<file path="config.mk">
export PLATFORM = sky130hd
export DESIGN_NAME = adc_sar_controller_flat
export DESIGN_NICKNAME = d
export VERILOG_FILES = /design/src/rtl/adc_sar_pkg.sv /design/src/rtl/adc_sar_if.sv /design/src/rtl/adc_sar_osr_acc.sv /design/src/rtl/adc_sar_controller.sv /design/src/flat_wrapper.sv
export SDC_FILE = /design/constraint.sdc
export NUM_CORES = 1
export LEC_CHECK = 0
export CAP_MARGIN = 20
export CORE_MARGIN = 2
export CORE_UTILIZATION = 62
export CTS_CLUSTER_SIZE = 12
export DETAILED_ROUTE_END_ITERATION = 10
export DONT_BUFFER_PORTS = 1
export PLACE_DENSITY = 0.75
export SLEW_MARGIN = 25
export SYNTH_ARGS = -nofsm -noshare
export SYNTH_HDL_FRONTEND = slang
export SYNTH_SLANG_ARGS = --single-unit
</file>
<file path="constraint.sdc">
create_clock -name clk -period 2.05 [get_ports clk]
set_input_delay 0.5125 -clock clk [delete_from_list [all_inputs] [get_ports clk]]
set_output_delay 0.5125 -clock clk [all_outputs]
set_load 0.02 [all_outputs]
</file>
<file path="src/rtl/adc_sar_pkg.sv">
// Shared types and constants for the 12-bit SAR ADC controller.
package adc_sar_pkg;

  localparam int ADC_BITS = 12;
  localparam logic [ADC_BITS-1:0] ADC_MIDSCALE = 12'h800;

  typedef enum logic [2:0] {
    IDLE,
    SAMPLE,
    SET,
    CMP,
    DONE
  } sar_state_t;

endpackage

</file>
<file path="src/rtl/adc_sar_if.sv">
// Host/analog-side signals of the SAR controller; master is the controller itself.
interface adc_sar_if;
  import adc_sar_pkg::*;

  logic                start;
  logic                comp_in;
  logic [ADC_BITS-1:0] data;
  logic                sample;
  logic                comp_en;
  logic                busy;
  logic [ADC_BITS-1:0] result;
  logic                result_valid;

  modport master (
    input  start, comp_in,
    output data, sample, comp_en, busy, result, result_valid
  );

  modport slave (
    output start, comp_in,
    input  data, sample, comp_en, busy, result, result_valid
  );

endinterface

</file>
<file path="src/rtl/adc_sar_osr_acc.sv">
// Oversampling accumulator: sums conversion codes and presents the truncated average.
module adc_sar_osr_acc
  import adc_sar_pkg::*;
#(
  parameter int OSR_LOG2 = 2
) (
  input  logic                clk,
  input  logic                rst_n,
  input  logic                clr,
  input  logic                add,
  input  logic [ADC_BITS-1:0] code,
  output logic [ADC_BITS-1:0] avg
);

  localparam int ACC_W = ADC_BITS + OSR_LOG2;

  logic [ACC_W-1:0] acc;
  logic [ACC_W-1:0] sum;

  // avg already includes the code being added, so the final conversion can
  // be reported in the same edge that resolves its last bit.
  assign sum = acc + ACC_W'(code);
  assign avg = ADC_BITS'(sum >> OSR_LOG2);

  always_ff @(posedge clk or negedge rst_n) begin
    if (!rst_n) begin
      acc <= '0;
    end else if (clr) begin
      acc <= '0;
    end else if (add) begin
      acc <= sum;
    end
  end

endmodule

</file>
<file path="src/rtl/adc_sar_controller.sv">
// SAR conversion sequencer: sample phase, 12 binary-search trials, registered result.
// Build option ADC_OVERSAMPLE_EN averages 2^OSR_LOG2 conversions per accepted start.
module adc_sar_controller
  import adc_sar_pkg::*;
#(
  parameter int SAMPLE_CYCLES = 2,
  parameter int SETTLE_CYCLES = 1
`ifdef ADC_OVERSAMPLE_EN
  ,
  parameter int OSR_LOG2 = 2
`endif
) (
  input logic       clk,
  input logic       rst_n,
  adc_sar_if.master sar
);

  localparam int CNT_MAX = (SAMPLE_CYCLES > SETTLE_CYCLES) ? SAMPLE_CYCLES : SETTLE_CYCLES;
  localparam int CNT_W   = $clog2(CNT_MAX + 1);
  localparam int IDX_W   = $clog2(ADC_BITS);
  localparam logic [CNT_W-1:0] SAMPLE_LAST = CNT_W'(SAMPLE_CYCLES - 1);
  localparam logic [CNT_W-1:0] SETTLE_LAST = CNT_W'(SETTLE_CYCLES - 1);
  localparam logic [IDX_W-1:0] MSB_IDX     = IDX_W'(ADC_BITS - 1);

  sar_state_t          state, state_d;
  logic [CNT_W-1:0]    cnt, cnt_d;
  logic [IDX_W-1:0]    bit_idx, bit_idx_d;
  logic [ADC_BITS-1:0] data_q, data_d;
  logic [ADC_BITS-1:0] result_q, result_d;
  logic [ADC_BITS-1:0] code;
  logic [ADC_BITS-1:0] final_code;
  logic                sample_q, comp_en_q, busy_q, result_valid_q;
  logic                last_conv;

  // Running code with the current trial bit resolved by the comparator.
  always_comb begin
    code = data_q;
    if (!sar.comp_in) code[bit_idx] = 1'b0;
  end

`ifdef ADC_OVERSAMPLE_EN
  logic [OSR_LOG2-1:0] conv_cnt, conv_cnt_d;
  logic                acc_clr;
  logic                acc_add;

  assign last_conv = &conv_cnt;
  assign acc_clr   = (state == IDLE) && sar.start;
  assign acc_add   = (state == CMP) && (bit_idx == '0);

  always_comb begin
    conv_cnt_d = conv_cnt;
    if (acc_clr) conv_cnt_d = '0;
    else if (acc_add && !last_conv) conv_cnt_d = conv_cnt + 1'b1;
  end

  always_ff @(posedge clk or negedge rst_n) begin
    if (!rst_n) conv_cnt <= '0;
    else        conv_cnt <= conv_cnt_d;
  end

  adc_sar_osr_acc #(.OSR_LOG2(OSR_LOG2)) u_osr_acc (
    .clk  (clk),
    .rst_n(rst_n),
    .clr  (acc_clr),
    .add  (acc_add),
    .code (code),
    .avg  (final_code)
  );
`else
  assign last_conv  = 1'b1;
  assign final_code = code;
`endif

  // NOTE: every signal written here gets a default first, so no path infers a latch.
  always_comb begin
    state_d   = state;
    cnt_d     = cnt;
    bit_idx_d = bit_idx;
    data_d    = data_q;
    result_d  = result_q;

    case (state)
      IDLE: begin
        data_d = '0;
        if (sar.start) begin
          state_d = SAMPLE;
          cnt_d   = '0;
        end
      end
      SAMPLE: begin
        if (cnt == SAMPLE_LAST) begin
          state_d   = SET;
          cnt_d     = '0;
          bit_idx_d = MSB_IDX;
          data_d    = ADC_MIDSCALE;
        end else begin
          cnt_d = cnt + 1'b1;
        end
      end
      SET: begin
        if (cnt == SETTLE_LAST) begin
          state_d = CMP;
          cnt_d   = '0;
        end else begin
          cnt_d = cnt + 1'b1;
        end
      end
      CMP: begin
        data_d = code;
        if (bit_idx != '0) begin
          data_d[bit_idx - 1'b1] = 1'b1;
          bit_idx_d              = bit_idx - 1'b1;
          state_d                = SET;
        end else if (!last_conv) begin
          // Next sub-conversion starts straight from its own sample phase.
          data_d  = '0;
          state_d = SAMPLE;
        end else begin
          result_d = final_code;
          state_d  = DONE;
        end
      end
      DONE: begin
        data_d  = '0;
        state_d = IDLE;
      end
      default: begin
        data_d  = '0;
        state_d = IDLE;
      end
    endcase
  end

  // NOTE: state and outputs update with non-blocking assignments so every
  // register samples the pre-edge values of the others.
  always_ff @(posedge clk or negedge rst_n) begin
    if (!rst_n) begin
      state          <= IDLE;
      cnt            <= '0;
      bit_idx        <= '0;
      data_q         <= '0;
      result_q       <= '0;
      sample_q       <= 1'b0;
      comp_en_q      <= 1'b0;
      busy_q         <= 1'b0;
      result_valid_q <= 1'b0;
    end else begin
      state          <= state_d;
      cnt            <= cnt_d;
      bit_idx        <= bit_idx_d;
      data_q         <= data_d;
      result_q       <= result_d;
      sample_q       <= (state_d == SAMPLE);
      comp_en_q      <= (state_d == CMP);
      busy_q         <= (state_d != IDLE);
      result_valid_q <= (state_d == DONE);
    end
  end

  assign sar.data         = data_q;
  assign sar.sample       = sample_q;
  assign sar.comp_en      = comp_en_q;
  assign sar.busy         = busy_q;
  assign sar.result       = result_q;
  assign sar.result_valid = result_valid_q;

endmodule

</file>
<file path="src/flat_wrapper.sv">
// flat-port wrapper written by rule: the top's interface ports become plain ports
module adc_sar_controller_flat import adc_sar_pkg::*;
#(
  parameter int SAMPLE_CYCLES = 2,
  parameter int SETTLE_CYCLES = 1

)
  (clk, rst_n, sar_start, sar_comp_in, sar_data, sar_sample, sar_comp_en, sar_busy, sar_result, sar_result_valid);
  adc_sar_if sar_i ();
  input logic clk;
  input logic rst_n;
  input wire logic [$bits(sar_i.start)-1:0] sar_start;
  input wire logic [$bits(sar_i.comp_in)-1:0] sar_comp_in;
  output wire logic [$bits(sar_i.data)-1:0] sar_data;
  output wire logic [$bits(sar_i.sample)-1:0] sar_sample;
  output wire logic [$bits(sar_i.comp_en)-1:0] sar_comp_en;
  output wire logic [$bits(sar_i.busy)-1:0] sar_busy;
  output wire logic [$bits(sar_i.result)-1:0] sar_result;
  output wire logic [$bits(sar_i.result_valid)-1:0] sar_result_valid;
  assign sar_i.start = sar_start;
  assign sar_i.comp_in = sar_comp_in;
  assign sar_data = sar_i.data;
  assign sar_sample = sar_i.sample;
  assign sar_comp_en = sar_i.comp_en;
  assign sar_busy = sar_i.busy;
  assign sar_result = sar_i.result;
  assign sar_result_valid = sar_i.result_valid;
  adc_sar_controller #(.SAMPLE_CYCLES(SAMPLE_CYCLES), .SETTLE_CYCLES(SETTLE_CYCLES)) u_core (.clk(clk), .rst_n(rst_n), .sar(sar_i));
endmodule
</file>
==> results of run 1 <==
worst paths after layout:
path                            slack (ns)               from  depth (start not counted)                    to
worst max register to register        0.18  u_core.bit_idx[1]                          6  u_core.sar.result[9]
max in group asynchronous             1.27              rst_n                          2  u_core.sar.result[0]
min in group asynchronous             0.60              rst_n                          2    u_core.sar.data[8]
worst min register to register        0.63  u_core.bit_idx[0]                          2     u_core.bit_idx[0]
worst max-delay path                  0.18  u_core.bit_idx[1]                          6  u_core.sar.result[9]
worst min-delay path                  0.28        sar_comp_in                          2  u_core.sar.result[0]
cell usage in the layout, fill, tap and decap left out, drive strengths merged, types with 2 or more instances in the layout:
cell type and n:
nand2b 6, buf 8, nor3 5, o41ai 2
o22ai 4, nor2 16, nand3b 4, clkinv 2
o21ai 31, dfrtp 37, a22o 5, a21oi 14
inv 11, nand2 20, o21a 5, clkbuf 6
a32o 3, nand3 2, mux2 5, ha 7
nor3b 2
cells in the mapped netlist (2+ instances only):
| cell | instances |
|---|---|
| o22ai_1 | 4 |
| nand2b_1 | 6 |
| nor2_1 | 16 |
| nor3b_1 | 2 |
| nor3_1 | 5 |
| o41ai_1 | 2 |
| o21a_1 | 5 |
| inv_1 | 11 |
| a22o_1 | 5 |
| a32o_2 | 3 |
| ha_1 | 7 |
| o21ai_0 | 24 |
| mux2_2 | 5 |
| dfrtp_1 | 37 |
| buf_6 | 2 |
| nand3_1 | 2 |
| nand2_1 | 20 |
| nand3b_1 | 4 |
| o21ai_1 | 7 |
| buf_2 | 5 |
| clkbuf_1 | 3 |
| a21oi_1 | 14 |
cell families (layout without fill, tap and decap cells):
group | after synthesis | in the layout | synth area share [%]
flip-flops | 37 | 37 | 47.99
multiplexers | 6 | 6 | 3.437
buffers and inverters | 22 | 28 | 5.577
AND/OR/NAND/NOR | 60 | 60 | 15.05
adder cells (fa/ha/maj) | 7 | 7 | 4.539
AO/OA/AOI/OAI | 72 | 72 | 23.41
worst max-delay path, cell delays in order, from the launching register on:
cell and delay, ns:
dfrtp_1 0.49, inv_1 0.11, ha_1 0.32, nand3_1 0.40, buf_4 0.31, nand2_1 0.07, o21ai_0 0.07
area by class of cell:
type                       count  area (sq um)
timing repair buffer           9         82.58
inverter                      11         41.29
clock inverter                 2         10.01
fill                         249         957.2
tap                           33         41.29
clock buffer                   6         41.29
sequential                    37         925.9
multi-input combinational    145         903.4
state kept, by name, indices dropped and copies added, names as in the netlist:
name                     flops
u_core.sar.data             12
u_core.sar.result           12
u_core.bit_idx               4
u_core.state                 3
u_core.cnt                   2
u_core.sar.busy              1
u_core.sar.comp_en           1
u_core.sar.result_valid      1
u_core.sar.sample            1
stage by stage:
step                std cells  setup WS (ns)
finish                    243         0.1771
global route              243       0.005317
CTS                       243         0.1808
detailed placement        233         0.2233
global placement          233         0.2815
floorplan                 204         0.4571
layer usage:
| metal | GRT usage (%) | vias to the layer above |
|---|---|---|
| met5 | 0 | - |
| met4 | 12.38 | 0 |
| met3 | 5.844 | 6 |
| met2 | 43.01 | 58 |
| met1 | 36.15 | 742 |
| li1 | - | 736 |
timing repair:
action                                  4_1_cts  5_1_grt
hold buffers                                  2        0
resized for setup                             0        1
endpoints found under the setup margin        0        1
endpoints found under the hold margin        37        0
power by group:
part	leakage (uW)	total, uW	switching, uW	internal (uW)
Combinational	0.000454	1200	709	495
Sequential	0.000468	1350	409	939
Clock	0.0000320	379	248	131
==> run metrics, run 1 <==
status finished clean; GRT Util Overall 27.38%; post-DR wirelength/cell 17.22 um; Pleak 0.0009540 uW; IO Port Bufs 0; Setup-failing EPs final 0; Post-layout nets 220; Crit. End Element flop; WHS 0.2778 ns; core area 3003 sq um; root buffer cell clkbuf_4; async set or reset register ratio after synthesis 100.0%; Sink Count 37; DRT antenna net count 0; Mapped Nets 215; number of flops mapped to enable cells by yosys 0; Congestion Overflow GR 0; share of post-route cells with drive strength above 1 11.90%; Via Count 1542; # Max-Cap Violations 0; CTS Buf Count 5; fmax 533.9 MHz; fin area 2046 sq um; die width 59.79 um; Avg Synthesized Cell Area 9.458 sq um; CTS tree done; Initial Util 64.25%; Routed WL 4185 um; crit-path max FO 10; Worst Path Required 2.29 ns; DR top layer met4; Data arrival, critical path 2.11 ns; Max Clock Skew 0.003938 ns; # diodes 0; first-pass GRT wire length 7258 um; number of synthesized register bits 37; GP Congestion 0.8561; Syn Inst Count 204; antenna violations before repair 0; Residual DRC 0; Power, Total 2931 uW; Worst Path Class, Setup reg2reg; TritonRoute pass-1 iters 4; Slew Viols, Final 0; Netlist Area Pre-Place 1929 sq um; vias in the first global route 1532; yosys warns 0; Area after DPL 1957 sq um; Synth Flop Type dfrtp_1; Via density 6.346; period utilisation layout 91.36%; count of different cell masters after synthesis 37; CTS Buffer Depth 2; Max VDD drop 0.0008632 V; detailed placement HPWL 2949 um; H-tree depth 2; final hold vios 0; Die Ht 59.79 um; dominant cell type by area after synthesis dfrtp_1; largest net degree at the start of global routing 38; CP Launch Type flop; Layout area overhead 6.031%; measured slew at the worst slew-check pin 0.5941 ns; hold crit path type in2reg; DR iter-0 viols 161; Worst-path clk slew 0.11 ns; M1 WL 1848 um; routed wire length on met2 2034 um; pwr dens 1433 nW/um^2; post-CTS setup buffer count 0; Worst-Skew Late Latency 0.35 ns; row count 20; Die ar. 3574 sq um; IO Pins 32; setup TNS 0 ns; ranking of synthesized cells by area dfrtp_1 48%, o21ai_0 6.2%, ha_1 4.5%; worst relative slew slack 60.05%; met3 routed WL 238 um; Final min period 1.873 ns; sequential fraction of the synthesis area 47.99%; Core Util, Final 68.13%; top cell type's share of synthesized area 47.99%; RSZ-0062 raised after global routing false
No activity file was read; power rests on OpenSTA's default activity.
==> run 2: changes to the inputs <==
--- a/config.mk
+++ b/config.mk
@@ -11,7 +11,7 @@
 export CTS_CLUSTER_SIZE = 12
 export DETAILED_ROUTE_END_ITERATION = 10
 export DONT_BUFFER_PORTS = 1
-export PLACE_DENSITY = 0.75
+export PLACE_DENSITY_LB_ADDON = 0.2
 export SLEW_MARGIN = 25
 export SYNTH_ARGS = -nofsm -noshare
 export SYNTH_HDL_FRONTEND = slang
==> run metrics, run 2 (synthesized netlist as in run 1, its figures left out) <==
measured slew at the worst slew-check pin 0.4782 ns; Worst Path Required 2.30 ns; most common cell after layout, fill and taps aside dfrtp_1; status finished clean; H-tree depth 2; Congestion Overflow GR 0; worst r2r path cells 6; final hold vios 0; GRT Util Overall 26.12%; pwr dens 1430 nW/um^2; CP max stage delay 0.41 ns; TritonRoute pass-1 iters 5; Die ar. 3574 sq um; post-CTS setup buffer count 0; DRT antenna net count 0; CTS Buffer Depth 2; Sink Count 37; hold crit path type in2reg; placed cells 238; CP top delay family compound AO/OA/AOI/OAI gates; Pleak 0.0009705 uW; hold-critical path endpoint u_core.sar.result[0]; worst hold start sar_comp_in; fin cells 248; Area after DPL 1994 sq um; WHS 0.2844 ns; CTS Buf Count 5; Post-layout nets 225; fin area 2079 sq um; Worst Path Class, Setup reg2reg; CP Launch Type flop; first-pass GRT wire length 6831 um; Layout area overhead 7.782%; worst r2r src u_core.cnt[1]; Hold Path Depth 2; slowest stage cell on the critical path dfrtp_1; Worst R2R Setup Slack 0.21 ns; antenna violations before repair 0; # Max-Cap Violations 0; fmax 543.0 MHz; Slew Viols, Final 0; detailed placement HPWL 3104 um; Worst-path clk slew 0.11 ns; CP Cell Sequence inv_1 -> ha_1 -> or3b_1 -> a21o_1 -> o21ai_0 -> a22o_1; Routed WL 4276 um; share of post-route cells with drive strength above 1 13.95%; IO Pins 32; Via Count 1542; Residual DRC 0; IO Port Bufs 0; CP Launch Point u_core.cnt[1]; Final min period 1.842 ns; Max VDD drop 0.0007631 V; Crit. End Element flop; worst path buffer plus inverter count 1; Via density 6.218; period utilisation layout 89.84%; die width 59.79 um; # diodes 0; core area 3003 sq um; Reg-to-Reg End u_core.sar.data[11]; Data arrival, critical path 2.09 ns; row count 20; commonest non-fill, non-tap cells in the layout 37 x dfrtp_1, 24 x o21ai_0, 20 x nand2_1; Max Clock Skew 0.008800 ns; post-DR wirelength/cell 17.24 um; vias in the first global route 1480; CTS tree done; Worst-Skew Late Latency 0.35 ns; root buffer cell clkbuf_4; RSZ-0062 raised after global routing false; CTS resizes 0; setup TNS 0 ns; Setup-failing EPs final 0; GP Congestion 0.8974; DR iter-0 viols 114; largest net degree at the start of global routing 38; Die Ht 59.79 um; Initial Util 64.25%; worst relative slew slack 67.70%; crit-path max FO 12
[run 2: cell count changes in the layout (fill, tap and decap cells not counted), sizes merged]
cell	change
clkinvlp	+1
buf	+5
clkbuf	-1
[run 2: worst max path at each step]
stage	end	depth (start not counted)
floorplan	u_core.sar.data[4]	8
global placement	u_core.sar.data[11]	6
detailed placement	u_core.sar.data[11]	6
CTS	u_core.sar.data[11]	6
global route	u_core.sar.data[11]	6
finish	u_core.sar.data[11]	6
[run 2: final cells by class]
cell class                      instances  area, sq um
Sequential cell                        37        925.9
Fill cell                             233        923.4
Multi-Input combinational cell        145        895.9
Timing Repair Buffer                   14        120.1
Inverter                               11        41.29
Tap cell                               33        41.29
Clock buffer                            5        37.54
Clock inverter                          3        17.52
[run 2: stage by stage]
stage / total power [uW] / utilization (%) / worst slack (ns)
after detailed placement: 2580 / 66.42 / 0.2151
after CTS: 2969 / 69.25 / 0.2093
after floorplan: 2254 / - / 0.4571
after global placement: 2500 / 66.42 / 0.3174
final: 2974 / 69.25 / 0.2082
after global routing: 3200 / 69.25 / 0.1051
[run 2: power by group]
part / internal (uW) / leakage [uW] / switching, uW
clock network: 129 / 0.0000310 / 247
registers: 940 / 0.000468 / 356
logic: 524 / 0.000471 / 777
[run 2: metal layers]
layer | part of all wire (%) | track usage (%)
met5 | 0 | 0
met4 | 2.0 | 15.24
met2 | 49 | 40.53
met3 | 5.3 | 8.658
met1 | 43 | 31.52
[run 2: timing repair]
item	4_1_cts	5_1_grt
hold buffers	2	0
hold endpoints to repair	37	0
setup endpoints to repair	0	0
==> edit (settings of run 2) <==
The 5 states of `sar_state_t` get a Gray code encoding in 3 bits.
--- a/src/rtl/adc_sar_pkg.sv
+++ b/src/rtl/adc_sar_pkg.sv
@@ -6,9 +6,9 @@
 
   typedef enum logic [2:0] {
-    IDLE,
-    SAMPLE,
-    SET,
-    CMP,
-    DONE
+    IDLE   = 3'b000,
+    SAMPLE = 3'b001,
+    SET    = 3'b011,
+    CMP    = 3'b010,
+    DONE   = 3'b110
   } sar_state_t;
 
Formal check against the unedited RTL: same outputs for any inputs over 10 cycles, from zero or initial values and one cycle with rst_n low; not proved beyond that.
==> edit against run 2 <==
- clock power fell by 2%
- worst setup slack better by 0.028 ns
- sequential power increased by 21%
- final area is 4.3% lower
- routed wire length is 6.8% lower
- area after synthesis shrank 2.1%
- maximum frequency rose by 1.5%
- sequential cell count unchanged
- total power up 10%
==> edit: results (changes against run 2) <==
| Metric | Value |
|---|---|
| Status | `complete, no violations (unchanged)` |
| Synth warn | `0 (unchanged)` |
| Yosys cell types | `42 (was 37)` |
| Skew final | `0.00887 ns (was 0.00880 ns)` |
| Crit-path max FO | `11 (was 12)` |
| GRT Util Overall | `0.247 (was 0.261)` |
| GR Util met3 | `0.0655 (was 0.0866)` |
| DR vias | `1,452 (was 1,542)` |
| WL met2 | `1880 um (was 2110 um)` |
| Post-DP Area | `1910 um2 (was 1990 um2)` |
| Maximum root-to-sink buffer count | `2 (unchanged)` |
| Layout Cells excl Fill | `235 (was 248)` |
| Met3 routed WL | `224 um (was 225 um)` |
| Fraction of layout cells with a size suffix above 1 | `0.109 (was 0.140)` |
| DR pass1 iterations | `4 (was 5)` |
| Largest net degree at the start of global routing | `38 (unchanged)` |
| Post-synthesis sequential area ratio | `0.490 (was 0.480)` |
| Critical Path Max Stage Delay | `0.43 ns (was 0.41 ns)` |
| Fin nets | `212 (was 225)` |
| CTS Hold Buffers Added | `2 (unchanged)` |
| Lkg Pwr | `0.930 nW (was 0.971 nW)` |
| Critical path's slowest cell | `nor4b_1 (was dfrtp_1)` |
| HPWL Detailed | `2820 um (was 3100 um)` |
| M1 GR Usage | `0.325 (was 0.315)` |
| Post-synth top flop | `dfrtp_1 (unchanged)` |
| Min-delay worst type | `in2reg (unchanged)` |
| M1 WL | `1830 um (was 1850 um)` |
| I/O Buffers | `0 (unchanged)` |
| CP top delay family | `simple AND/OR/NAND/NOR gates (was compound AO/OA/AOI/OAI gates)` |
| First-pass GRT wire length | `6350 um (was 6830 um)` |
| Initial drt markers | `83 (was 114)` |
| Global-route track usage on met2 | `0.391 (was 0.405)` |
| NetSw | `1.58 mW (was 1.38 mW)` |
| Worst Tran Pin Value | `0.466 ns (was 0.478 ns)` |
| Dpl cells | `225 (was 238)` |
| Synth cell count leaders | `dfrtp_1 (37), o21ai_0 (30), nand2_1 (28) (was dfrtp_1 (37), o21ai_0 (24), nand2_1 (20))` |
| Detailed Route WL | `3990 um (was 4280 um)` |
| Ranking of synthesized cells by area | `dfrtp_1 (49%), o21ai_0 (8.0%), nand2_1 (5.6%) (was dfrtp_1 (48%), o21ai_0 (6.2%), ha_1 (4.5%))` |
| Syn Area/Cell | `9.58 um2 (was 9.46 um2)` |
| Vias in the first global route | `1,303 (was 1,480)` |
| Global placer's final weighted congestion | `0.868 (was 0.897)` |
| Maximum VDD drop | `0.786 mV (was 0.763 mV)` |
-- edit: changes by cell type after synthesis, moves of 4 or more --
cell and change:
a21oi_1 -5, o21ai_1 -7, o21bai_1 +4, nand2_1 +8
nor2_1 -5, a22o_1 -4, mux2_2 -4, o21ai_0 +6
-- edit: cell type report --
type	count	area, um2
Clock inverter	2	10.0
Sequential cell	37	926
Fill cell	251	987
Multi-Input combinational cell	140	863
Inverter	9	33.8
Clock buffer	6	41.3
Tap cell	33	41.3
Timing Repair Buffer	8	75.1
-- edit: logic make-up (layout without fill, tap and decap cells) --
kind of cell / after synthesis / in the layout / synth area share
buf+inv: 20 / 25 / 0.0523
simple gates: 65 / 65 / 0.170
compound gates: 66 / 66 / 0.230
mux: 2 / 2 / 0.0113
flops: 37 / 37 / 0.490
fa+ha+maj: 7 / 7 / 0.0464
-- edit: worst paths after layout --
kind | slack (ns) | from | endpoint
max reg2reg | 0.24 | u_core.bit_idx[0] | u_core.sar.data[0]
max in group asynchronous | 1.23 | rst_n | u_core.sar.data[5]
min reg2reg | 0.52 | u_core.cnt[1] | u_core.cnt[1]
max | 0.24 | u_core.bit_idx[0] | u_core.sar.data[0]
min | 0.30 | sar_comp_in | u_core.sar.result[0]
min in group asynchronous | 0.64 | rst_n | u_core.sar.data[9]
-- edit: through the flow --
step	setup WS [ns]	utilization
after floorplan	0.265	-
after global placement	0.362	0.641
after detailed placement	0.287	0.641
after CTS	0.254	0.668
after global routing	0.0305	0.668
final	0.236	0.668
-- edit: power by group through the flow --
stage               sequential, mW  combinational, mW  clock (mW)
floorplan                     1.49               1.08           0
global placement              1.57               1.23           0
detailed placement            1.59               1.29           0
CTS                           1.57               1.32       0.376
global route                  1.62               1.49       0.403
finish                        1.57               1.33       0.368
